==> config.mk <==
export PLATFORM = sky130hd
export DESIGN_NAME = rv_decode_stage_flat
export DESIGN_NICKNAME = d
export VERILOG_FILES = /design/src/rtl/rv_decode_pkg.sv /design/src/rtl/rv_decode_stage_if.sv /design/src/rtl/rv_decode_comb.sv /design/src/rtl/rv_decode_stage.sv /design/src/flat_wrapper.sv
export SDC_FILE = /design/constraint.sdc
export NUM_CORES = 1
export LEC_CHECK = 0
export ABC_AREA = 1
export BUFFER_PORTS_ARGS = -buffer_cell sky130_fd_sc_hd__buf_2
export CORE_ASPECT_RATIO = 0.7
export CORE_MARGIN = 2
export CORE_UTILIZATION = 43
export CTS_CLUSTER_DIAMETER = 100
export DETAILED_ROUTE_END_ITERATION = 16
export MAX_ROUTING_LAYER = met4
export PLACE_DENSITY = 0.62
export RECOVER_POWER = 25
export SYNTH_ARGS = -nofsm -noshare
export SYNTH_HDL_FRONTEND = slang
export SYNTH_SLANG_ARGS = --single-unit
==> constraint.sdc <==
create_clock -name clk -period 2.1 [get_ports clk]
set_clock_uncertainty 0.1 [all_clocks]
set_input_delay 0.105 -clock clk [delete_from_list [all_inputs] [get_ports clk]]
set_output_delay 0.105 -clock clk [all_outputs]
set_load 0.005 [all_outputs]
==> src/rtl/rv_decode_pkg.sv <==
// rv_decode_pkg: shared definitions for the RV32I decode stage.
//   - OPC_* : major opcodes (instr[6:0]) recognised by the decoder
//   - F7_*  : funct7 values that distinguish OP / shift variants
//   - sys_op_e : encoding of the ECALL/EBREAK indication
//   - decoded_t : the per-instruction bundle held in each pipeline entry
package rv_decode_pkg;

    localparam logic [6:0] OPC_LUI    = 7'b0110111;
    localparam logic [6:0] OPC_AUIPC  = 7'b0010111;
    localparam logic [6:0] OPC_JAL    = 7'b1101111;
    localparam logic [6:0] OPC_JALR   = 7'b1100111;
    localparam logic [6:0] OPC_BRANCH = 7'b1100011;
    localparam logic [6:0] OPC_LOAD   = 7'b0000011;
    localparam logic [6:0] OPC_STORE  = 7'b0100011;
    localparam logic [6:0] OPC_OPIMM  = 7'b0010011;
    localparam logic [6:0] OPC_OP     = 7'b0110011;
    localparam logic [6:0] OPC_FENCE  = 7'b0001111;
    localparam logic [6:0] OPC_SYSTEM = 7'b1110011;

    localparam logic [6:0] F7_BASE   = 7'b0000000;
    localparam logic [6:0] F7_ALT    = 7'b0100000;
    localparam logic [6:0] F7_MULDIV = 7'b0000001;

    localparam logic [31:0] INSTR_ECALL  = 32'h0000_0073;
    localparam logic [31:0] INSTR_EBREAK = 32'h0010_0073;

    typedef enum logic [1:0] {
        SYS_NONE   = 2'b00,
        SYS_ECALL  = 2'b01,
        SYS_EBREAK = 2'b10
    } sys_op_e;

    typedef struct packed {
        logic [6:0]  opcode;
        logic [2:0]  funct3;
        logic [6:0]  funct7;
        logic [4:0]  rd;
        logic [4:0]  rs1;
        logic [4:0]  rs2;
        logic [31:0] imm;
        logic [4:0]  zimm;
        logic        shift_la_sel;
        logic [7:0]  pred_succ;
        sys_op_e     sys_op;
        logic        trap;
    } decoded_t;

endpackage

==> src/rtl/rv_decode_stage_if.sv <==
// rv_decode_stage_if: handshake and decoded-output bundle of the decode stage.
//   Upstream : in_valid, in_ready, in_pc, in_instr
//   Downstream: out_valid, out_ready, pc, opcode, funct3, funct7, rd, rs1, rs2,
//               imm, zimm, shift_la_sel, pred_succ, sys_op, trap
//   slave  : the decode stage side
//   master : the environment side (fetch feeding in, execute consuming out)
interface rv_decode_stage_if #(
    parameter int PC_W = 32
);
    logic            in_valid;
    logic            in_ready;
    logic [PC_W-1:0] in_pc;
    logic [31:0]     in_instr;
    logic            out_valid;
    logic            out_ready;
    logic [PC_W-1:0] pc;
    logic [6:0]      opcode;
    logic [2:0]      funct3;
    logic [6:0]      funct7;
    logic [4:0]      rd;
    logic [4:0]      rs1;
    logic [4:0]      rs2;
    logic [31:0]     imm;
    logic [4:0]      zimm;
    logic            shift_la_sel;
    logic [7:0]      pred_succ;
    logic [1:0]      sys_op;
    logic            trap;

    modport slave (
        input  in_valid, in_pc, in_instr, out_ready,
        output in_ready, out_valid, pc, opcode, funct3, funct7, rd, rs1, rs2,
               imm, zimm, shift_la_sel, pred_succ, sys_op, trap
    );

    modport master (
        output in_valid, in_pc, in_instr, out_ready,
        input  in_ready, out_valid, pc, opcode, funct3, funct7, rd, rs1, rs2,
               imm, zimm, shift_la_sel, pred_succ, sys_op, trap
    );
endinterface

==> src/rtl/rv_decode_comb.sv <==
// rv_decode_comb: purely combinational RV32I(+M, +Zicsr) instruction decoder.
//   instr_i : 32-bit instruction word
//   dec_o   : decoded bundle; fields not used by the format are 0, trap flags
//             illegal, reserved or disabled encodings
module rv_decode_comb
    import rv_decode_pkg::*;
#(
    parameter bit ENABLE_M     = 1'b1,
    parameter bit ENABLE_ZICSR = 1'b1
) (
    input  logic [31:0] instr_i,
    output decoded_t    dec_o
);

    logic [2:0]  funct3_s;
    logic [6:0]  funct7_s;
    logic [31:0] imm_i_s;
    logic [31:0] imm_s_s;
    logic [31:0] imm_b_s;
    logic [31:0] imm_u_s;
    logic [31:0] imm_j_s;
    logic [31:0] imm_csr_s;

    assign funct3_s  = instr_i[14:12];
    assign funct7_s  = instr_i[31:25];
    assign imm_i_s   = {{20{instr_i[31]}}, instr_i[31:20]};
    assign imm_s_s   = {{20{instr_i[31]}}, instr_i[31:25], instr_i[11:7]};
    assign imm_b_s   = {{19{instr_i[31]}}, instr_i[31], instr_i[7], instr_i[30:25], instr_i[11:8], 1'b0};
    assign imm_u_s   = {instr_i[31:12], 12'h000};
    assign imm_j_s   = {{11{instr_i[31]}}, instr_i[31], instr_i[19:12], instr_i[20], instr_i[30:21], 1'b0};
    assign imm_csr_s = {20'h00000, instr_i[31:20]};

    // Field selection and legality per major opcode.
    always_comb begin
        dec_o        = '0;
        dec_o.opcode = instr_i[6:0];
        dec_o.funct3 = funct3_s;
        case (instr_i[6:0])
            OPC_LUI, OPC_AUIPC: begin
                dec_o.funct3 = 3'b000;
                dec_o.rd     = instr_i[11:7];
                dec_o.imm    = imm_u_s;
            end
            OPC_JAL: begin
                dec_o.funct3 = 3'b000;
                dec_o.rd     = instr_i[11:7];
                dec_o.imm    = imm_j_s;
            end
            OPC_JALR: begin
                dec_o.rd   = instr_i[11:7];
                dec_o.rs1  = instr_i[19:15];
                dec_o.imm  = imm_i_s;
                dec_o.trap = (funct3_s != 3'b000);
            end
            OPC_BRANCH: begin
                dec_o.rs1  = instr_i[19:15];
                dec_o.rs2  = instr_i[24:20];
                dec_o.imm  = imm_b_s;
                dec_o.trap = (funct3_s[2:1] == 2'b01);
            end
            OPC_LOAD: begin
                dec_o.rd   = instr_i[11:7];
                dec_o.rs1  = instr_i[19:15];
                dec_o.imm  = imm_i_s;
                dec_o.trap = (funct3_s == 3'b011) || (funct3_s[2:1] == 2'b11);
            end
            OPC_STORE: begin
                dec_o.rs1  = instr_i[19:15];
                dec_o.rs2  = instr_i[24:20];
                dec_o.imm  = imm_s_s;
                dec_o.trap = (funct3_s > 3'b010);
            end
            OPC_OPIMM: begin
                dec_o.rd  = instr_i[11:7];
                dec_o.rs1 = instr_i[19:15];
                dec_o.imm = imm_i_s;
                // Shift-immediates carry funct7 in the upper immediate bits.
                case (funct3_s)
                    3'b001: begin
                        dec_o.funct7 = funct7_s;
                        dec_o.trap   = (funct7_s != F7_BASE);
                    end
                    3'b101: begin
                        dec_o.funct7       = funct7_s;
                        dec_o.shift_la_sel = instr_i[30];
                        dec_o.trap         = (funct7_s != F7_BASE) && (funct7_s != F7_ALT);
                    end
                    default: begin
                        dec_o.funct7 = 7'b0000000;
                    end
                endcase
            end
            OPC_OP: begin
                dec_o.rd     = instr_i[11:7];
                dec_o.rs1    = instr_i[19:15];
                dec_o.rs2    = instr_i[24:20];
                dec_o.funct7 = funct7_s;
                case (funct7_s)
                    F7_BASE: begin
                        dec_o.trap = 1'b0;
                    end
                    F7_ALT: begin
                        dec_o.shift_la_sel = 1'b1;
                        dec_o.trap         = !((funct3_s == 3'b000) || (funct3_s == 3'b101));
                    end
                    F7_MULDIV: begin
                        dec_o.trap = !ENABLE_M;
                    end
                    default: begin
                        dec_o.trap = 1'b1;
                    end
                endcase
            end
            OPC_FENCE: begin
                dec_o.rd        = instr_i[11:7];
                dec_o.rs1       = instr_i[19:15];
                dec_o.imm       = imm_i_s;
                dec_o.pred_succ = instr_i[27:20];
            end
            OPC_SYSTEM: begin
                case (funct3_s)
                    3'b000: begin
                        // Only the two exact privileged encodings are accepted.
                        if (instr_i == INSTR_ECALL) begin
                            dec_o.sys_op = SYS_ECALL;
                        end else if (instr_i == INSTR_EBREAK) begin
                            dec_o.sys_op = SYS_EBREAK;
                        end else begin
                            dec_o.trap = 1'b1;
                        end
                    end
                    3'b100: begin
                        dec_o.trap = 1'b1;
                    end
                    default: begin
                        // CSR forms: funct3[2] selects the 5-bit immediate source.
                        dec_o.rd  = instr_i[11:7];
                        dec_o.imm = imm_csr_s;
                        if (funct3_s[2]) begin
                            dec_o.zimm = instr_i[19:15];
                        end else begin
                            dec_o.rs1 = instr_i[19:15];
                        end
                        dec_o.trap = !ENABLE_ZICSR;
                    end
                endcase
            end
            default: begin
                dec_o.trap = 1'b1;
            end
        endcase
    end

endmodule

==> src/rtl/rv_decode_stage.sv <==
// rv_decode_stage: registered RV32I decode stage with a two-entry skid buffer.
//   clk, rst_n : clock, asynchronous active-low reset
//   flush      : synchronous discard of both entries (drops a same-cycle accept)
//   bus        : rv_decode_stage_if.slave -- upstream valid/ready with pc/instr,
//                downstream valid/ready with the decoded fields of entry 'main'
module rv_decode_stage
    import rv_decode_pkg::*;
#(
    parameter bit ENABLE_M     = 1'b1,
    parameter bit ENABLE_ZICSR = 1'b1,
    parameter int PC_W         = 32
) (
    input  logic               clk,
    input  logic               rst_n,
    input  logic               flush,
    rv_decode_stage_if.slave   bus
);

    decoded_t        dec_s;
    logic            accept_s;
    logic            consume_s;

    logic            main_valid_q, main_valid_d;
    logic            skid_valid_q, skid_valid_d;
    logic [PC_W-1:0] main_pc_q, main_pc_d;
    logic [PC_W-1:0] skid_pc_q, skid_pc_d;
    decoded_t        main_dec_q, main_dec_d;
    decoded_t        skid_dec_q, skid_dec_d;

    rv_decode_comb #(
        .ENABLE_M     (ENABLE_M),
        .ENABLE_ZICSR (ENABLE_ZICSR)
    ) u_dec (
        .instr_i (bus.in_instr),
        .dec_o   (dec_s)
    );

    assign accept_s  = bus.in_valid && !skid_valid_q;
    assign consume_s = main_valid_q && bus.out_ready;

    // Entry update: flush first, then skid drains into main, then accept.
    always_comb begin
        main_valid_d = main_valid_q;
        skid_valid_d = skid_valid_q;
        main_pc_d    = main_pc_q;
        main_dec_d   = main_dec_q;
        skid_pc_d    = skid_pc_q;
        skid_dec_d   = skid_dec_q;
        if (flush) begin
            main_valid_d = 1'b0;
            skid_valid_d = 1'b0;
        end else if (skid_valid_q) begin
            // in_ready is low here, so no accept can coincide with the drain.
            if (consume_s) begin
                main_pc_d    = skid_pc_q;
                main_dec_d   = skid_dec_q;
                skid_valid_d = 1'b0;
            end else begin
                main_valid_d = main_valid_q;
            end
        end else if (accept_s) begin
            if (!main_valid_q || consume_s) begin
                main_valid_d = 1'b1;
                main_pc_d    = bus.in_pc;
                main_dec_d   = dec_s;
            end else begin
                skid_valid_d = 1'b1;
                skid_pc_d    = bus.in_pc;
                skid_dec_d   = dec_s;
            end
        end else if (consume_s) begin
            main_valid_d = 1'b0;
        end else begin
            main_valid_d = main_valid_q;
        end
    end

    // Entry registers; reset clears valids and payloads so outputs read 0.
    always_ff @(posedge clk or negedge rst_n) begin
        if (!rst_n) begin
            main_valid_q <= 1'b0;
            skid_valid_q <= 1'b0;
            main_pc_q    <= '0;
            skid_pc_q    <= '0;
            main_dec_q   <= '0;
            skid_dec_q   <= '0;
        end else begin
            main_valid_q <= main_valid_d;
            skid_valid_q <= skid_valid_d;
            main_pc_q    <= main_pc_d;
            skid_pc_q    <= skid_pc_d;
            main_dec_q   <= main_dec_d;
            skid_dec_q   <= skid_dec_d;
        end
    end

    assign bus.in_ready     = !skid_valid_q;
    assign bus.out_valid    = main_valid_q;
    assign bus.pc           = main_pc_q;
    assign bus.opcode       = main_dec_q.opcode;
    assign bus.funct3       = main_dec_q.funct3;
    assign bus.funct7       = main_dec_q.funct7;
    assign bus.rd           = main_dec_q.rd;
    assign bus.rs1          = main_dec_q.rs1;
    assign bus.rs2          = main_dec_q.rs2;
    assign bus.imm          = main_dec_q.imm;
    assign bus.zimm         = main_dec_q.zimm;
    assign bus.shift_la_sel = main_dec_q.shift_la_sel;
    assign bus.pred_succ    = main_dec_q.pred_succ;
    assign bus.sys_op       = main_dec_q.sys_op;
    assign bus.trap         = main_dec_q.trap;

endmodule

==> src/flat_wrapper.sv <==
// flat-port wrapper written by rule: the top's interface ports become plain ports
module rv_decode_stage_flat import rv_decode_pkg::*;
#(
    parameter bit ENABLE_M     = 1'b1,
    parameter bit ENABLE_ZICSR = 1'b1,
    parameter int PC_W         = 32
)
  (clk, rst_n, flush, bus_in_valid, bus_in_pc, bus_in_instr, bus_out_ready, bus_in_ready, bus_out_valid, bus_pc, bus_opcode, bus_funct3, bus_funct7, bus_rd, bus_rs1, bus_rs2, bus_imm, bus_zimm, bus_shift_la_sel, bus_pred_succ, bus_sys_op, bus_trap);
  rv_decode_stage_if #(.PC_W(PC_W)) bus_i ();
  input  logic clk;
  input  logic rst_n;
  input  logic flush;
  input wire logic [$bits(bus_i.in_valid)-1:0] bus_in_valid;
  input wire logic [$bits(bus_i.in_pc)-1:0] bus_in_pc;
  input wire logic [$bits(bus_i.in_instr)-1:0] bus_in_instr;
  input wire logic [$bits(bus_i.out_ready)-1:0] bus_out_ready;
  output wire logic [$bits(bus_i.in_ready)-1:0] bus_in_ready;
  output wire logic [$bits(bus_i.out_valid)-1:0] bus_out_valid;
  output wire logic [$bits(bus_i.pc)-1:0] bus_pc;
  output wire logic [$bits(bus_i.opcode)-1:0] bus_opcode;
  output wire logic [$bits(bus_i.funct3)-1:0] bus_funct3;
  output wire logic [$bits(bus_i.funct7)-1:0] bus_funct7;
  output wire logic [$bits(bus_i.rd)-1:0] bus_rd;
  output wire logic [$bits(bus_i.rs1)-1:0] bus_rs1;
  output wire logic [$bits(bus_i.rs2)-1:0] bus_rs2;
  output wire logic [$bits(bus_i.imm)-1:0] bus_imm;
  output wire logic [$bits(bus_i.zimm)-1:0] bus_zimm;
  output wire logic [$bits(bus_i.shift_la_sel)-1:0] bus_shift_la_sel;
  output wire logic [$bits(bus_i.pred_succ)-1:0] bus_pred_succ;
  output wire logic [$bits(bus_i.sys_op)-1:0] bus_sys_op;
  output wire logic [$bits(bus_i.trap)-1:0] bus_trap;
  assign bus_i.in_valid = bus_in_valid;
  assign bus_i.in_pc = bus_in_pc;
  assign bus_i.in_instr = bus_in_instr;
  assign bus_i.out_ready = bus_out_ready;
  assign bus_in_ready = bus_i.in_ready;
  assign bus_out_valid = bus_i.out_valid;
  assign bus_pc = bus_i.pc;
  assign bus_opcode = bus_i.opcode;
  assign bus_funct3 = bus_i.funct3;
  assign bus_funct7 = bus_i.funct7;
  assign bus_rd = bus_i.rd;
  assign bus_rs1 = bus_i.rs1;
  assign bus_rs2 = bus_i.rs2;
  assign bus_imm = bus_i.imm;
  assign bus_zimm = bus_i.zimm;
  assign bus_shift_la_sel = bus_i.shift_la_sel;
  assign bus_pred_succ = bus_i.pred_succ;
  assign bus_sys_op = bus_i.sys_op;
  assign bus_trap = bus_i.trap;
  rv_decode_stage #(.ENABLE_M(ENABLE_M), .ENABLE_ZICSR(ENABLE_ZICSR), .PC_W(PC_W)) u_core (.clk(clk), .rst_n(rst_n), .flush(flush), .bus(bus_i));
endmodule
After elaboration in Yosys (flattened, before gate mapping)
Index checks and enable logic that the tools add are counted.
- magnitude comparators: 1
- eq/ne operators: 25
- muxes and demuxes: 44
- bitwise gates (word level): 3
- reductions and logical operators: 29
- operators with widths (operator ; count):
    $mux 81 ; 4
    $pmux 32 s6 ; 1
    $mux 32 ; 4
    $eq 32x21->1 const B ; 1
    $eq 32x7->1 const B ; 1
    $eq 7x6->1 const B ; 4
    $eq 7x7->1 const B ; 4
    $mux 5 ; 4
    $pmux 5 s2 ; 2
    $mux 17 ; 1
    $eq 7x5->1 const B ; 2
    $mux 1 ; 14
    $pmux 7 s2 ; 1
    $mux 10 ; 1
    $mux 2 ; 4
    $mux 8 ; 1
    $pmux 1 s2 ; 4
    $pmux 1 s8 ; 1
    $reduce_and 4->1 ; 2
    $reduce_or 2->1 ; 4
    $reduce_or 4->1 ; 2
    $reduce_or 8->1 ; 1
    $eq 7x1->1 const B ; 1
    $eq 7x2->1 const B ; 1
    25 further kinds ; 37
- register bits after elaboration: 228
- input port bits: 69
- output and inout port bits: 115
- word-level logic and storage cells: 130

Depth between registers and ports, before layout
- depth after elaboration: 8
- gate-level depth with buffers: 12
- mapped depth without buffers: 11

By module
A second synthesis with hierarchy kept.
- cells, all modules: 1547
- area total of the unflattened synthesis: 11538.6 um^2
- by module, submodules not included (module ; times used ; cells each ; area each (um^2) ; seq. area each (um^2)):
    rv_decode_stage ; 1 ; 1237 ; 10038.4 ; 5705.5
    rv_decode_comb ; 1 ; 310 ; 1500.2 ; 0.0

Worst setup path after synthesis
Ideal clock, no wire load.
- kind: reg-to-reg
- from: reg u_core.main_valid_q, in the netlist u_core.bus.out_valid
- to: reg u_core.main_dec_q, in the netlist u_core.bus.funct7[5]
- setup time: 0.119 ns
- arrival: 1.412 ns
- required time: 1.881 ns
- path slack: 0.469 ns
- stages on the path, launching flop included: 9
- buffers on the path: 2
- clock period less this slack: 1.631 ns
- cells stage by stage: dfrtp_1 inv_2 nor2_1 nor2_1 nand2_1 inv_2 buf_2 buf_2 o21a_1
- word-level cells in the longest chain between the ends: 4
- elaborated cells on any way between the ends: 6
- those cells by class: 1 x eq/ne; 5 x reduce/logical
- RTL lines (item ; RTL line ; source):
    start: declaration ; rv_decode_stage.sv:23 ; logic main_valid_q, main_valid_d;
    start signal: assignment ; rv_decode_stage.sv:88 ; main_valid_q <= main_valid_d;
    $logic_not 1->1 or $logic_and 1x1->1 (tied branches) ; rv_decode_stage.sv:62, rv_decode_stage.sv:39 ;
    $logic_or 1x1->1 ; rv_decode_stage.sv:62 ; if (!main_valid_q || consume_s) begin
    $reduce_bool 2->1 (no line) ; - ;
    $reduce_and 4->1 (no line) (*) ; - ;
    end signal: assignment ; rv_decode_stage.sv:92 ; main_dec_q <= main_dec_d;
    end: declaration ; rv_decode_stage.sv:27 ; decoded_t main_dec_q, main_dec_d;
Mark *: on every way between the ends. The rest lies on a longest branch, timed or not.
A chain may end at the register's enable or synchronous reset.

Worst setup path in the final report
- from: reg u_core.skid_valid_q
- to: reg u_core.main_pc_q[4], in the netlist u_core.bus.pc[4]
- word-level cells in the longest chain between the ends: 4
- elaborated cells on any way between the ends: 7
- those cells by class: 1 x eq/ne; 1 x mux; 5 x reduce/logical
- RTL lines (item ; RTL line ; source):
    start: declaration ; rv_decode_stage.sv:24 ; logic skid_valid_q, skid_valid_d;
    start signal: assignment ; rv_decode_stage.sv:89 ; skid_valid_q <= skid_valid_d;
    $logic_not 1->1 ; rv_decode_stage.sv:38 ; assign accept_s = bus.in_valid && !skid_valid_q;
    $logic_and 1x1->1 ; rv_decode_stage.sv:38 ;
    $reduce_bool 2->1 (no line) ; - ;
    $reduce_and 4->1 (no line) ; - ;
    end signal: assignment ; rv_decode_stage.sv:90 ; main_pc_q <= main_pc_d;
    end: declaration ; rv_decode_stage.sv:25 ; logic [PC_W-1:0] main_pc_q, main_pc_d;
Several ways; a longest one is shown, not always the timed one.

==> impl_metrics.tcl <==
set metrics [dict create \
    outcome "completed" \
    p_leak_nw 6.880 \
    syn_area_um2 10550 \
    via_count 9833 \
    grt_max_degree 94 \
    finalSetupTns_ps 0 \
    period_needed_ps 1953 \
    r2r-start "u_core.skid_valid_q$_DFF_PN0_" \
    synth_seq_cells 228 \
    port_buffers 183 \
    seq_area_frac_synth_pct 54.07 \
    layout_commonest_cell "nand2_1" \
    synth-main-ff-cell "dfrtp_1" \
    async_flop_share_pct 100.0 \
    synth-adder-area-share_pct 0 \
    drt_first_pass_iters 5 \
    worstHoldPathCells 5 \
    routabilityCongestion 0.9117 \
    grt-busiest-layer "met1" \
    syn2layout_area_growth_pct 26.57 \
    hold_start "bus_in_valid" \
    gr-usage-met2_pct 34.02 \
    rows 47 \
    yosys-mux-area-fraction_pct 0 \
    path_max_fanout 39 \
    r2r_slack_ps 150 \
    worstMarginPinSlew_ps 1095 \
    crit_required_ps 2420 \
    syn_inst 1316 \
    cts.sinks 228 \
    drive_gt1_share_pct 18.49 \
    yosysUniqueCellTypes 35 \
    grt_overflow_total 0 \
    nNetsFinal 1615 \
    dp.cells 1771 \
    synth_edf_count 0 \
    initial_core_util_pct 44.20 \
    grt_pass1_wl_um 51000 \
    synth_top_area_share_pct 54.07 \
    slowest_delay_ps 440 \
    critPathCaptureType "flop" \
    wirelength_um 31420 \
    grt_pass1_vias 9316 \
    peakVddDrop_v 0.0004900 \
    viasPerCell 5.239 \
    worstPathCellList "inv_4 -> nand2_1 -> o21ai_1 -> nand2_4 -> inv_4 -> buf_12 -> nor2_1 -> a31oi_1" \
    cp-start-kind "flop" \
    grt_use_total_pct 25.54 \
    antenna_found_initial 1 \
    grt_use_met1_pct 39.76 \
    dpl.hpwl_um 20690 \
    synth_compound_area_share_pct 12.27 \
    cts_tree "yes" \
    synth-simple-area-share_pct 28.16 \
    post-route-period-util_pct 92.98 \
    slew-limit-headroom_pct 27.02 \
    rsz0062_at_grt "false" \
    design.die.area_um2 25830 \
    coreArea_um2 23880 \
    power_density_nw_per_um2 866.2 \
    worst_r2r_path_depth 8 \
    drt_iter0_drc 848 \
    final_cell_mix "461 x nand2_1, 227 x dfrtp_1, 182 x buf_2" \
    synth_area_per_cell_um2 8.019 \
    fmax_mhz 512.2 \
    slowest_stage "dfrtp_2" \
    synth_top_family_by_area "simple AND/OR/NAND/NOR gates" \
    postRouteAntennaNets 0 \
    critPathArrivalTime_ps 2270 \
    synth_area_leader_cell "dfrtp_1" \
    synth_fp_nets 1385 \
    yosysWarnings 0 \
    instances_no_fill 1877 \
    drc 0 \
    cts_buffer_depth 3 \
    grt.met3_usage_pct 4.340 \
    yosys-top-cells-area "dfrtp_1 54%, nand2_1 16%, nor2_1 5.8%" \
    die_width_um 191.2 \
    hold_violations 0 \
    clkTransAtPathRegs_ps 60 \
    fillCellCount 2282 \
    cts_made_buffers 23 \
    cts_max_level 1 \
    hold_path_class "primary input to flop" \
    setup_viol 0 \
    synthXorXnorAreaFrac_pct 0 \
    cpMostUsedCell "inv_4" \
    hold_end "u_core.bus.out_valid$_DFFE_PN0P_" \
    worstSetupPathType "flop to flop" \
    drv_cap 0 \
    post_cts_resize_count 0 \
    clockRootBuffer "clkbuf_16" \
    insertion_delay_ps 510 \
    pin_count 184 \
    wl_per_cell_um 16.74 \
    slew_viol_final 0 \
    r2r-end "u_core.bus.pc[4]$_DFFE_PN0P_" \
    dieHeight_um 135.1 \
]
[layer usage]
metal  part of all wire, %  vias up
li1                      -     4716
met1                    48     4697
met2                    42      364
met3                   7.5       56
met4                   2.4        0
met5                     0        -
[area by class of cell]
| class | instances | area, um2 | share of cell area [%] |
|---|---|---|---|
| flip-flops and latches | 228 | 5707 | 42.73 |
| multi-input cells | 945 | 4274 | 32.00 |
| repair buffers | 288 | 2003 | 15.00 |
| clock buffers | 31 | 635.6 | 4.759 |
| well taps | 318 | 397.9 | 2.979 |
| inverters | 60 | 231.5 | 1.733 |
| clock inverters | 6 | 105.1 | 0.7869 |
| diodes | 1 | 2.502 | 0.01874 |
[synth_stat cells, types with 2 or more instances]
cell / count
nor2_2: 2
o21ai_1: 34
nor2_4: 5
a31oi_1: 58
nand4_2: 2
nand4_1: 4
o21a_1: 3
inv_1: 48
clkbuf_1: 57
buf_1: 8
dfrtp_1: 228
a21oi_2: 2
a21oi_1: 84
buf_2: 14
o31ai_1: 5
o211ai_1: 19
inv_2: 12
a21boi_2: 2
nand3_2: 2
nor2_1: 164
nand2_1: 462
o21ai_0: 12
buf_6: 3
nand2_2: 5
nand3_1: 71
[flip-flops by register name, summed over array words and instances (netlist names)]
| name | count |
|---|---|
| u_core.skid_valid_q | 1 |
| u_core.bus.opcode | 7 |
| u_core.bus.out_valid | 1 |
| u_core.bus.rd | 5 |
| u_core.bus.pc | 32 |
| u_core.bus.shift_la_sel | 1 |
| u_core.skid_dec_q | 81 |
| u_core.bus.trap | 1 |
| u_core.bus.funct3 | 3 |
| u_core.bus.rs1 | 5 |
| u_core.bus.rs2 | 5 |
| u_core.bus.sys_op | 2 |
| u_core.bus.pred_succ | 8 |
| u_core.bus.funct7 | 7 |
| u_core.bus.zimm | 5 |
| u_core.skid_pc_q | 32 |
| u_core.bus.imm | 32 |
[critical path: cells and delay by family, from the launching register on]
kind	cells	cell delay [ps]
flops	1	440
compound gates	2	340
simple gates	3	350
buf+inv	3	630
[worst max path at each step]
stage                                           startpoint                          endpoint  slack (ps)  depth (start not counted)
after floorplan           u_core.bus.out_valid$_DFFE_PN0P_  u_core.bus.funct7[5]$_DFFE_PN0P_         470                          8
after global placement       u_core.skid_valid_q$_DFF_PN0_  u_core.bus.sys_op[0]$_DFFE_PN0P_         180                          8
after detailed placement     u_core.skid_valid_q$_DFF_PN0_      u_core.bus.pc[4]$_DFFE_PN0P_         140                          8
after CTS                    u_core.skid_valid_q$_DFF_PN0_      u_core.bus.pc[4]$_DFFE_PN0P_         140                          8
after global routing         u_core.skid_valid_q$_DFF_PN0_      u_core.bus.pc[4]$_DFFE_PN0P_          30                          8
final                        u_core.skid_valid_q$_DFF_PN0_      u_core.bus.pc[4]$_DFFE_PN0P_         150                          8
[cell families (layout without fill, tap and decap cells)]
kind of cell,after synthesis,after routing
buf+inv,143,385
other cells,0,1
flops,228,228
compound gates,222,222
simple gates,723,723
[metrics by stage]
step / worst slack, ps / total power [W] / util [%] / hold WS, ps / area (um2)
global placement: 178.5 / 0.007351 / 50.16 / 32.57 / 11980
detailed placement: 142.0 / 0.007403 / 50.16 / 31.80 / 11980
CTS: 138.3 / 0.01168 / 56.12 / 48.88 / 13400
global route: 25.05 / 0.01218 / 55.94 / 95.01 / 13360
floorplan: 469.2 / 0.006443 / - / -290.6 / 10550
finish: 147.5 / 0.01157 / 55.94 / 59.44 / 13360
[where the power goes]
group / total [W] / switching (W) / internal (W)
clock: 0.00416 / 0.00169 / 0.00247
combinational: 0.00191 / 0.00107 / 0.000834
sequential: 0.00550 / 0.000401 / 0.00510
total: 0.0116 / 0.00316 / 0.00841
[what timing repair did]
item / CTS / global route
endpoints found under the hold margin: 389 / 0
hold buffers: 68 / 0
setup buffers: 0 / 0
No activity file was read; power rests on OpenSTA's default activity.
